## config.mk

```make
export PLATFORM = sky130hd
export DESIGN_NAME = multdiv_ctrl_flat
export DESIGN_NICKNAME = d
export VERILOG_FILES = /design/src/rtl/multdiv_ctrl_pkg.sv /design/src/rtl/multdiv_ctrl_if.sv /design/src/rtl/multdiv_ctrl_md_cycle_counter.sv /design/src/rtl/multdiv_ctrl.sv /design/src/flat_wrapper.sv
export SDC_FILE = /design/constraint.sdc
export NUM_CORES = 1
export LEC_CHECK = 0
export BUFFER_PORTS_ARGS = -buffer_cell sky130_fd_sc_hd__buf_2
export CELL_PAD_IN_SITES_DETAIL_PLACEMENT = 1
export CELL_PAD_IN_SITES_GLOBAL_PLACEMENT = 2
export CORE_MARGIN = 1.5
export CORE_UTILIZATION = 33
export CTS_BUF_LIST = sky130_fd_sc_hd__clkbuf_8
export CTS_CLUSTER_DIAMETER = 200
export DETAILED_ROUTE_END_ITERATION = 12
export PLACE_DENSITY = 0.92
export SETUP_SLACK_MARGIN = 0.05
export SLEW_MARGIN = 20
export SYNTH_ARGS = -nofsm -noshare
export SYNTH_HDL_FRONTEND = slang
export SYNTH_SLANG_ARGS = --single-unit
```

## constraint.sdc

```tcl
create_clock -name clock -period 6.6 [get_ports clock]
set_input_delay 0.66 -clock clock [delete_from_list [all_inputs] [get_ports clock]]
set_output_delay 0.66 -clock clock [all_outputs]
set_load 0.02 [all_outputs]
```

## src/rtl/multdiv_ctrl_pkg.sv

```systemverilog
// Shared definitions for the execute-stage mult/div controller: FSM encoding,
// ALU op codes, rstatus index, exception codes and the writeback bundle type.
package multdiv_ctrl_pkg;

    localparam int unsigned DATA_W = 32;
    localparam int unsigned REG_W  = 5;
    localparam int unsigned OP_W   = 5;
    localparam int unsigned ST_W   = 2;

    // FSM state encoding
    localparam logic [ST_W-1:0] ST_IDLE  = 2'd0;
    localparam logic [ST_W-1:0] ST_START = 2'd1;
    localparam logic [ST_W-1:0] ST_BUSY  = 2'd2;
    localparam logic [ST_W-1:0] ST_WB    = 2'd3;

    // ALU op codes of the R-type mult/div instructions
    localparam logic [OP_W-1:0] ALU_MULT = 5'b00110;
    localparam logic [OP_W-1:0] ALU_DIV  = 5'b00111;

    localparam int unsigned       TIMEOUT_CYCLES_DEF = 40;
    localparam logic [REG_W-1:0]  RSTATUS_REG_DEF    = 5'd30;
    localparam logic [DATA_W-1:0] MULT_EXC_CODE_DEF  = 32'd4;
    localparam logic [DATA_W-1:0] DIV_EXC_CODE_DEF   = 32'd5;

    typedef struct packed {
        logic [REG_W-1:0]  rd;
        logic [DATA_W-1:0] data;
    } wb_bundle_t;

    // Exception code matching the kind of operation that failed
    function automatic logic [DATA_W-1:0] exc_code(
        input logic [OP_W-1:0]   kind,
        input logic [DATA_W-1:0] mult_code,
        input logic [DATA_W-1:0] div_code
    );
        return (kind == ALU_MULT) ? mult_code : div_code;
    endfunction

endpackage

```

## src/rtl/multdiv_ctrl_if.sv

```systemverilog
// Pipeline / multdiv-unit / writeback signal bundle seen by multdiv_ctrl.
// master is the controller's view, slave is the surrounding execute stage.
interface multdiv_ctrl_if;
    import multdiv_ctrl_pkg::*;

    logic                  mult_x;
    logic                  div_x;
    logic [REG_W-1:0]      rd_x;
    logic [DATA_W-1:0]     opA_x;
    logic [DATA_W-1:0]     opB_x;
    logic                  flush;

    logic                  md_ctrl_mult;
    logic                  md_ctrl_div;
    logic [DATA_W-1:0]     md_opA;
    logic [DATA_W-1:0]     md_opB;
    logic [DATA_W-1:0]     md_result;
    logic                  md_exception;
    logic                  md_ready;

    logic                  stall;
    logic                  wb_valid;
    logic [REG_W-1:0]      wb_rd;
    logic [DATA_W-1:0]     wb_data;
    logic                  timeout_err;

    modport master (
        input  mult_x, div_x, rd_x, opA_x, opB_x, flush,
        input  md_result, md_exception, md_ready,
        output md_ctrl_mult, md_ctrl_div, md_opA, md_opB,
        output stall, wb_valid, wb_rd, wb_data, timeout_err
    );

    modport slave (
        output mult_x, div_x, rd_x, opA_x, opB_x, flush,
        output md_result, md_exception, md_ready,
        input  md_ctrl_mult, md_ctrl_div, md_opA, md_opB,
        input  stall, wb_valid, wb_rd, wb_data, timeout_err
    );

endinterface

```

## src/rtl/multdiv_ctrl_md_cycle_counter.sv

```systemverilog
// BUSY-cycle counter for the mult/div controller; flags the last cycle
// before the operation is declared timed out.
module md_cycle_counter #(
    parameter int unsigned TIMEOUT_CYCLES = 40,
    parameter int unsigned CNT_W          = 6
) (
    input  logic clock,
    input  logic reset,
    input  logic clear,
    input  logic en,
    output logic term_c
);

    logic [CNT_W-1:0] count;

    always_ff @(posedge clock or posedge reset) begin
        if (reset) begin
            count <= '0;
        end else if (clear) begin
            count <= '0;
        end else if (en) begin
            count <= count + CNT_W'(1);
        end
    end

    assign term_c = (count == CNT_W'(TIMEOUT_CYCLES - 1));

endmodule

```

## src/rtl/multdiv_ctrl.sv

```systemverilog
// Execute-stage controller: sequences the external iterative mult/div unit,
// stalls the pipeline while it runs and emits a one-cycle writeback bundle.
module multdiv_ctrl
    import multdiv_ctrl_pkg::*;
#(
    parameter int unsigned       TIMEOUT_CYCLES = TIMEOUT_CYCLES_DEF,
    parameter logic [REG_W-1:0]  RSTATUS_REG    = RSTATUS_REG_DEF,
    parameter logic [DATA_W-1:0] MULT_EXC_CODE  = MULT_EXC_CODE_DEF,
    parameter logic [DATA_W-1:0] DIV_EXC_CODE   = DIV_EXC_CODE_DEF
) (
    input  logic          clock,
    input  logic          reset,
    multdiv_ctrl_if.master bus
);

    localparam int unsigned CNT_W = (TIMEOUT_CYCLES > 1) ? $clog2(TIMEOUT_CYCLES) : 1;

    logic [ST_W-1:0]   state_q;
    logic [ST_W-1:0]   state_d;

    logic              capture_c;
    logic              start_c;
    logic              done_ok_c;
    logic              done_to_c;
    logic              cnt_clear_c;
    logic              cnt_en_c;
    logic              cnt_term_c;

    logic [OP_W-1:0]   kind_q;
    logic [REG_W-1:0]  rd_q;
    logic [DATA_W-1:0] opa_q;
    logic [DATA_W-1:0] opb_q;
    logic              md_mult_q;
    logic              md_div_q;
    logic              wb_pending_q;
    wb_bundle_t        wb_q;
    logic              timeout_q;

    // Reset also gates capture so every output reads 0 while reset is held
    assign capture_c = (bus.mult_x | bus.div_x) & ~bus.flush & ~reset;

    always_ff @(posedge clock or posedge reset) begin
        if (reset) begin
            state_q <= ST_IDLE;
        end else begin
            state_q <= state_d;
        end
    end

    always_comb begin
        state_d     = state_q;
        start_c     = 1'b0;
        done_ok_c   = 1'b0;
        done_to_c   = 1'b0;
        cnt_clear_c = 1'b0;
        cnt_en_c    = 1'b0;
        case (state_q)
            ST_IDLE: begin
                // md_ready here is a stale result from a flushed op
                if (capture_c) begin
                    start_c = 1'b1;
                    state_d = ST_START;
                end
            end
            ST_START: begin
                cnt_clear_c = 1'b1;
                state_d     = bus.flush ? ST_IDLE : ST_BUSY;
            end
            ST_BUSY: begin
                cnt_en_c = 1'b1;
                if (bus.flush) begin
                    state_d = ST_IDLE;
                end else if (bus.md_ready) begin
                    done_ok_c = 1'b1;
                    state_d   = ST_WB;
                end else if (cnt_term_c) begin
                    done_to_c = 1'b1;
                    state_d   = ST_WB;
                end
            end
            ST_WB: begin
                state_d = ST_IDLE;
            end
            default: begin
                state_d = ST_IDLE;
            end
        endcase
    end

    md_cycle_counter #(
        .TIMEOUT_CYCLES (TIMEOUT_CYCLES),
        .CNT_W          (CNT_W)
    ) u_cycle_counter (
        .clock  (clock),
        .reset  (reset),
        .clear  (cnt_clear_c),
        .en     (cnt_en_c),
        .term_c (cnt_term_c)
    );

    // Operand latch, start pulses and writeback bundle
    always_ff @(posedge clock or posedge reset) begin
        if (reset) begin
            kind_q       <= '0;
            rd_q         <= '0;
            opa_q        <= '0;
            opb_q        <= '0;
            md_mult_q    <= 1'b0;
            md_div_q     <= 1'b0;
            wb_pending_q <= 1'b0;
            wb_q         <= '0;
            timeout_q    <= 1'b0;
        end else begin
            md_mult_q    <= start_c & bus.mult_x;
            md_div_q     <= start_c & ~bus.mult_x;
            wb_pending_q <= done_ok_c | done_to_c;
            if (start_c) begin
                opa_q  <= bus.opA_x;
                opb_q  <= bus.opB_x;
                rd_q   <= bus.rd_x;
                kind_q <= bus.mult_x ? ALU_MULT : ALU_DIV;
            end
            if (done_ok_c) begin
                if (bus.md_exception) begin
                    wb_q.rd   <= RSTATUS_REG;
                    wb_q.data <= exc_code(kind_q, MULT_EXC_CODE, DIV_EXC_CODE);
                end else begin
                    wb_q.rd   <= rd_q;
                    wb_q.data <= bus.md_result;
                end
            end else if (done_to_c) begin
                wb_q.rd   <= RSTATUS_REG;
                wb_q.data <= exc_code(kind_q, MULT_EXC_CODE, DIV_EXC_CODE);
                timeout_q <= 1'b1;
            end
        end
    end

    assign bus.stall        = ((state_q == ST_IDLE) & capture_c)
                            | (state_q == ST_START)
                            | (state_q == ST_BUSY);
    // A flush during WB squashes the instruction that owns the bundle
    assign bus.wb_valid     = wb_pending_q & ~bus.flush;
    assign bus.wb_rd        = wb_q.rd;
    assign bus.wb_data      = wb_q.data;
    assign bus.md_ctrl_mult = md_mult_q;
    assign bus.md_ctrl_div  = md_div_q;
    assign bus.md_opA       = opa_q;
    assign bus.md_opB       = opb_q;
    assign bus.timeout_err  = timeout_q;

endmodule
```

## src/flat_wrapper.sv

```systemverilog
// flat-port wrapper written by rule: the top's interface ports become plain ports
module multdiv_ctrl_flat import multdiv_ctrl_pkg::*;
#(
    parameter int unsigned       TIMEOUT_CYCLES = TIMEOUT_CYCLES_DEF,
    parameter logic [REG_W-1:0]  RSTATUS_REG    = RSTATUS_REG_DEF,
    parameter logic [DATA_W-1:0] MULT_EXC_CODE  = MULT_EXC_CODE_DEF,
    parameter logic [DATA_W-1:0] DIV_EXC_CODE   = DIV_EXC_CODE_DEF
)
  (clock, reset, bus_mult_x, bus_div_x, bus_rd_x, bus_opA_x, bus_opB_x, bus_flush, bus_md_result, bus_md_exception, bus_md_ready, bus_md_ctrl_mult, bus_md_ctrl_div, bus_md_opA, bus_md_opB, bus_stall, bus_wb_valid, bus_wb_rd, bus_wb_data, bus_timeout_err);
  multdiv_ctrl_if bus_i ();
  input  logic clock;
  input  logic reset;
  input wire logic [$bits(bus_i.mult_x)-1:0] bus_mult_x;
  input wire logic [$bits(bus_i.div_x)-1:0] bus_div_x;
  input wire logic [$bits(bus_i.rd_x)-1:0] bus_rd_x;
  input wire logic [$bits(bus_i.opA_x)-1:0] bus_opA_x;
  input wire logic [$bits(bus_i.opB_x)-1:0] bus_opB_x;
  input wire logic [$bits(bus_i.flush)-1:0] bus_flush;
  input wire logic [$bits(bus_i.md_result)-1:0] bus_md_result;
  input wire logic [$bits(bus_i.md_exception)-1:0] bus_md_exception;
  input wire logic [$bits(bus_i.md_ready)-1:0] bus_md_ready;
  output wire logic [$bits(bus_i.md_ctrl_mult)-1:0] bus_md_ctrl_mult;
  output wire logic [$bits(bus_i.md_ctrl_div)-1:0] bus_md_ctrl_div;
  output wire logic [$bits(bus_i.md_opA)-1:0] bus_md_opA;
  output wire logic [$bits(bus_i.md_opB)-1:0] bus_md_opB;
  output wire logic [$bits(bus_i.stall)-1:0] bus_stall;
  output wire logic [$bits(bus_i.wb_valid)-1:0] bus_wb_valid;
  output wire logic [$bits(bus_i.wb_rd)-1:0] bus_wb_rd;
  output wire logic [$bits(bus_i.wb_data)-1:0] bus_wb_data;
  output wire logic [$bits(bus_i.timeout_err)-1:0] bus_timeout_err;
  assign bus_i.mult_x = bus_mult_x;
  assign bus_i.div_x = bus_div_x;
  assign bus_i.rd_x = bus_rd_x;
  assign bus_i.opA_x = bus_opA_x;
  assign bus_i.opB_x = bus_opB_x;
  assign bus_i.flush = bus_flush;
  assign bus_i.md_result = bus_md_result;
  assign bus_i.md_exception = bus_md_exception;
  assign bus_i.md_ready = bus_md_ready;
  assign bus_md_ctrl_mult = bus_i.md_ctrl_mult;
  assign bus_md_ctrl_div = bus_i.md_ctrl_div;
  assign bus_md_opA = bus_i.md_opA;
  assign bus_md_opB = bus_i.md_opB;
  assign bus_stall = bus_i.stall;
  assign bus_wb_valid = bus_i.wb_valid;
  assign bus_wb_rd = bus_i.wb_rd;
  assign bus_wb_data = bus_i.wb_data;
  assign bus_timeout_err = bus_i.timeout_err;
  multdiv_ctrl #(.TIMEOUT_CYCLES(TIMEOUT_CYCLES), .RSTATUS_REG(RSTATUS_REG), .MULT_EXC_CODE(MULT_EXC_CODE), .DIV_EXC_CODE(DIV_EXC_CODE)) u_core (.clock(clock), .reset(reset), .bus(bus_i));
endmodule
```

==> impl_results.md <==
* Max layer used: met4
* Clock-pin slew on the worst setup and hold paths at roughly 0.070 ns
* Max-slew headroom at 33.8%
* CTS Root Cell: clkbuf_8
* N_diodes at 0
* Final Setup Violations at 0
* Detailed Route WL at 11900 um
* Ports at between 200 and 250
* Port Buffers at 213
* CTS tree: done
* Worst Setup End Kind: output port
* Final Cell Area at 6210 um2
* Mean Syn Cell Area at 15.2 um2
* Filler instances at 1437
* Post-CTS sizing at 0
* Final period util at between 40% and 50%
* PD cells at 507 nW/um2
* First-pass GRT wire length at 19000 um
* Postcts setup bufs at 0
* DRC at 0
* Worst Path Required at 5.94 ns
* RSZ-0062 raised after global routing: false
* DIE WIDTH at roughly 120 um
* Minimum clock period at 2.82 ns
* Leak pwr at 3.20 nW
* Outcome: complete, no violations
* #FFs+latches synth at 120
* Asr flop ratio synth at 100%
* Total GRT Usage at 17.0%
* Area grow syn2layout at 35.8%
* Vias in the first global route at 3657
* Synthesized area at about 4600 um2
* DIE HEIGHT at between 100 and 150 um
* Synth warnings at 0
* Antenna-violating nets left at 0
* TritonCTS buffer count at 17
* Cells after Synth at around 300
* Setup crit start kind: flop
* Primary FF master, synth: dfrtp_1
* # clock sinks at 120
* Synth top area cells: dfrtp_1 (66%), mux2_2 (18%), a22o_1 (6.1%)
* Setup TNS at 0 ns
* Initial Util at around 34%
* Post-synth top area share at around two thirds
* Full die area at approximately 15000 um2
* Sequential cell area fraction in the yosys report at between 60% and 70%
* Yosys top cell by area: dfrtp_1
* Grt total ovfl at 0
* Layout Nets at 634
* Routed length on met1 at 4690 um
* Largest net degree at the start of global routing at 78
* Core area at 13400 um2
* Placed Area at 5800 um2
* Drt wl/cell at 16.7 um
* Vias per cell at 4.77
* Total iterations of the first detailed-routing run at 4
* Top-count cell post-synth: dfrtp_1
* Synth top cells by count: dfrtp_1 (120), mux2_2 (72), a22o_1 (32)
* Number of max-cap violations at 0
* Wire length on met2 at 6020 um
* Synth cell types at 26
* Gp weighted congestion at 0.726
* CTS Buffer Depth at 2
* Hold-fix buffers, CTS at 0
* Sequential cell area at 3000 um2
* Skew-Pair Late Insertion Delay at 0.42 ns
* Multi-input logic area at roughly 1500 um2
* Max Freq at approximately 360 MHz
* Critical path peak fanout at 74
* Vias at 3385
* # rows at 42
* Initial antenna violation count at 0
* Share of cells above drive strength 1 at 60.3%
* Tightest Hold Check Type: input port to asynchronous set/reset pin
* H-tree levels at 4
* Maximum VDD drop at 221 uV
* Initial DRC Count at 115
* Kind of critical path: flop to output port
* Final hold vios at 0
* EDFF count, synth at 0
* Met3 WL at 1010 um
* Detailed Place HPWL at 8640 um
* Clk_skew at 0.00734 ns
* Synthesized Nets at roughly 420
* Fin. max-slew vios at 0
* Worst EP arrival at between 2 and 2.5 ns
* Transition time of the tightest slew-check pin at roughly 1 ns
path summary, 6_finish.rpt:
kind | from | endpoint | slack, ns | cells after the start
setup / recovery | u_core.state_q[0] | bus_stall | 3.78 | 5
hold reg to reg | u_core.kind_q[1] | u_core.kind_q[1] | 0.47 | 1
min in group clock | bus_mult_x | u_core.bus.md_ctrl_div | 0.43 | 2
hold / removal | reset | u_core.bus.md_ctrl_div | 0.30 | 2
setup reg to reg | u_core.state_q[0] | u_core.bus.wb_data[2] | 4.49 | 6
max in group asynchronous | reset | u_core.bus.wb_data[22] | 5.23 | 4
layer usage:
metal	vias to the layer above	global-route usage (%)
met3	15	6.27
met2	149	28.3
li1	1529	-
met1	1692	19.9
met5	-	0
met4	0	6.62
layout make-up:
class / count / share of cell area [%]
clock inverter: 9 / 1.17
sequential: 120 / 48.3
inverter: 8 / 0.524
clock buffer: 23 / 5.09
multi-input combinational: 158 / 23.5
tap: 176 / 3.54
timing repair buffer: 216 / 17.8
kinds of logic after synthesis:
family	after synthesis	share of synthesized area [%]
compound gates	50	8.88
xor+xnor	2	0.383
fa+ha+maj	5	1.37
buf+inv	24	2.79
flops	120	65.6
mux	72	17.7
simple gates	29	3.25
power breakdown:
part	total, W	leakage (nW)	switching, W	internal (W)
Combinational	0.00127	1.51	0.000733	0.000538
Sequential	0.00124	1.48	0.000173	0.00107
Clock	0.000636	0.206	0.000283	0.000353
placed cells by master, fill, tap and decap left out, types with 3 or more instances in the layout:
| cell | n |
|---|---|
| o21ai_0 | 4 |
| nand2b_1 | 3 |
| nor3_1 | 3 |
| dfrtp_1 | 120 |
| o22a_1 | 6 |
| buf_2 | 213 |
| ha_1 | 5 |
| inv_1 | 9 |
| nand2_1 | 5 |
| mux2_2 | 72 |
| clkbuf_8 | 23 |
| nor2_1 | 8 |
| clkinv_2 | 4 |
| a22o_1 | 32 |
| a21oi_1 | 4 |
critical path, stage by stage (launching register included):
cell	delay [ns]
dfrtp_1	0.37
inv_1	0.09
ha_1	0.26
nand2_4	0.69
nand2_1	0.11
buf_2	0.21
flip-flops by register name, indices dropped and copies added, names as in the netlist, 2 cells and up:
| register | count |
|---|---|
| u_core.bus.md_opB | 32 |
| u_core.u_cycle_counter.count | 6 |
| u_core.bus.wb_data | 32 |
| u_core.state_q | 2 |
| u_core.rd_q | 5 |
| u_core.bus.wb_rd | 5 |
| u_core.bus.md_opA | 32 |
| u_core.kind_q | 2 |
per-stage QoR:
stage               worst slack, ns  util [%]  total power (W)  hold slack (ns)  std cells
floorplan                      2.75         -          0.00205            0.435        302
global placement               3.86      43.2          0.00248            0.450        677
detailed placement             3.78      43.2          0.00254            0.457        677
CTS                            3.65      46.2          0.00319            0.290        709
global route                   3.54      46.4          0.00335            0.322        710
finish                         3.78      46.4          0.00315            0.301        710
Note: power is estimated with default switching activity, not from simulation.
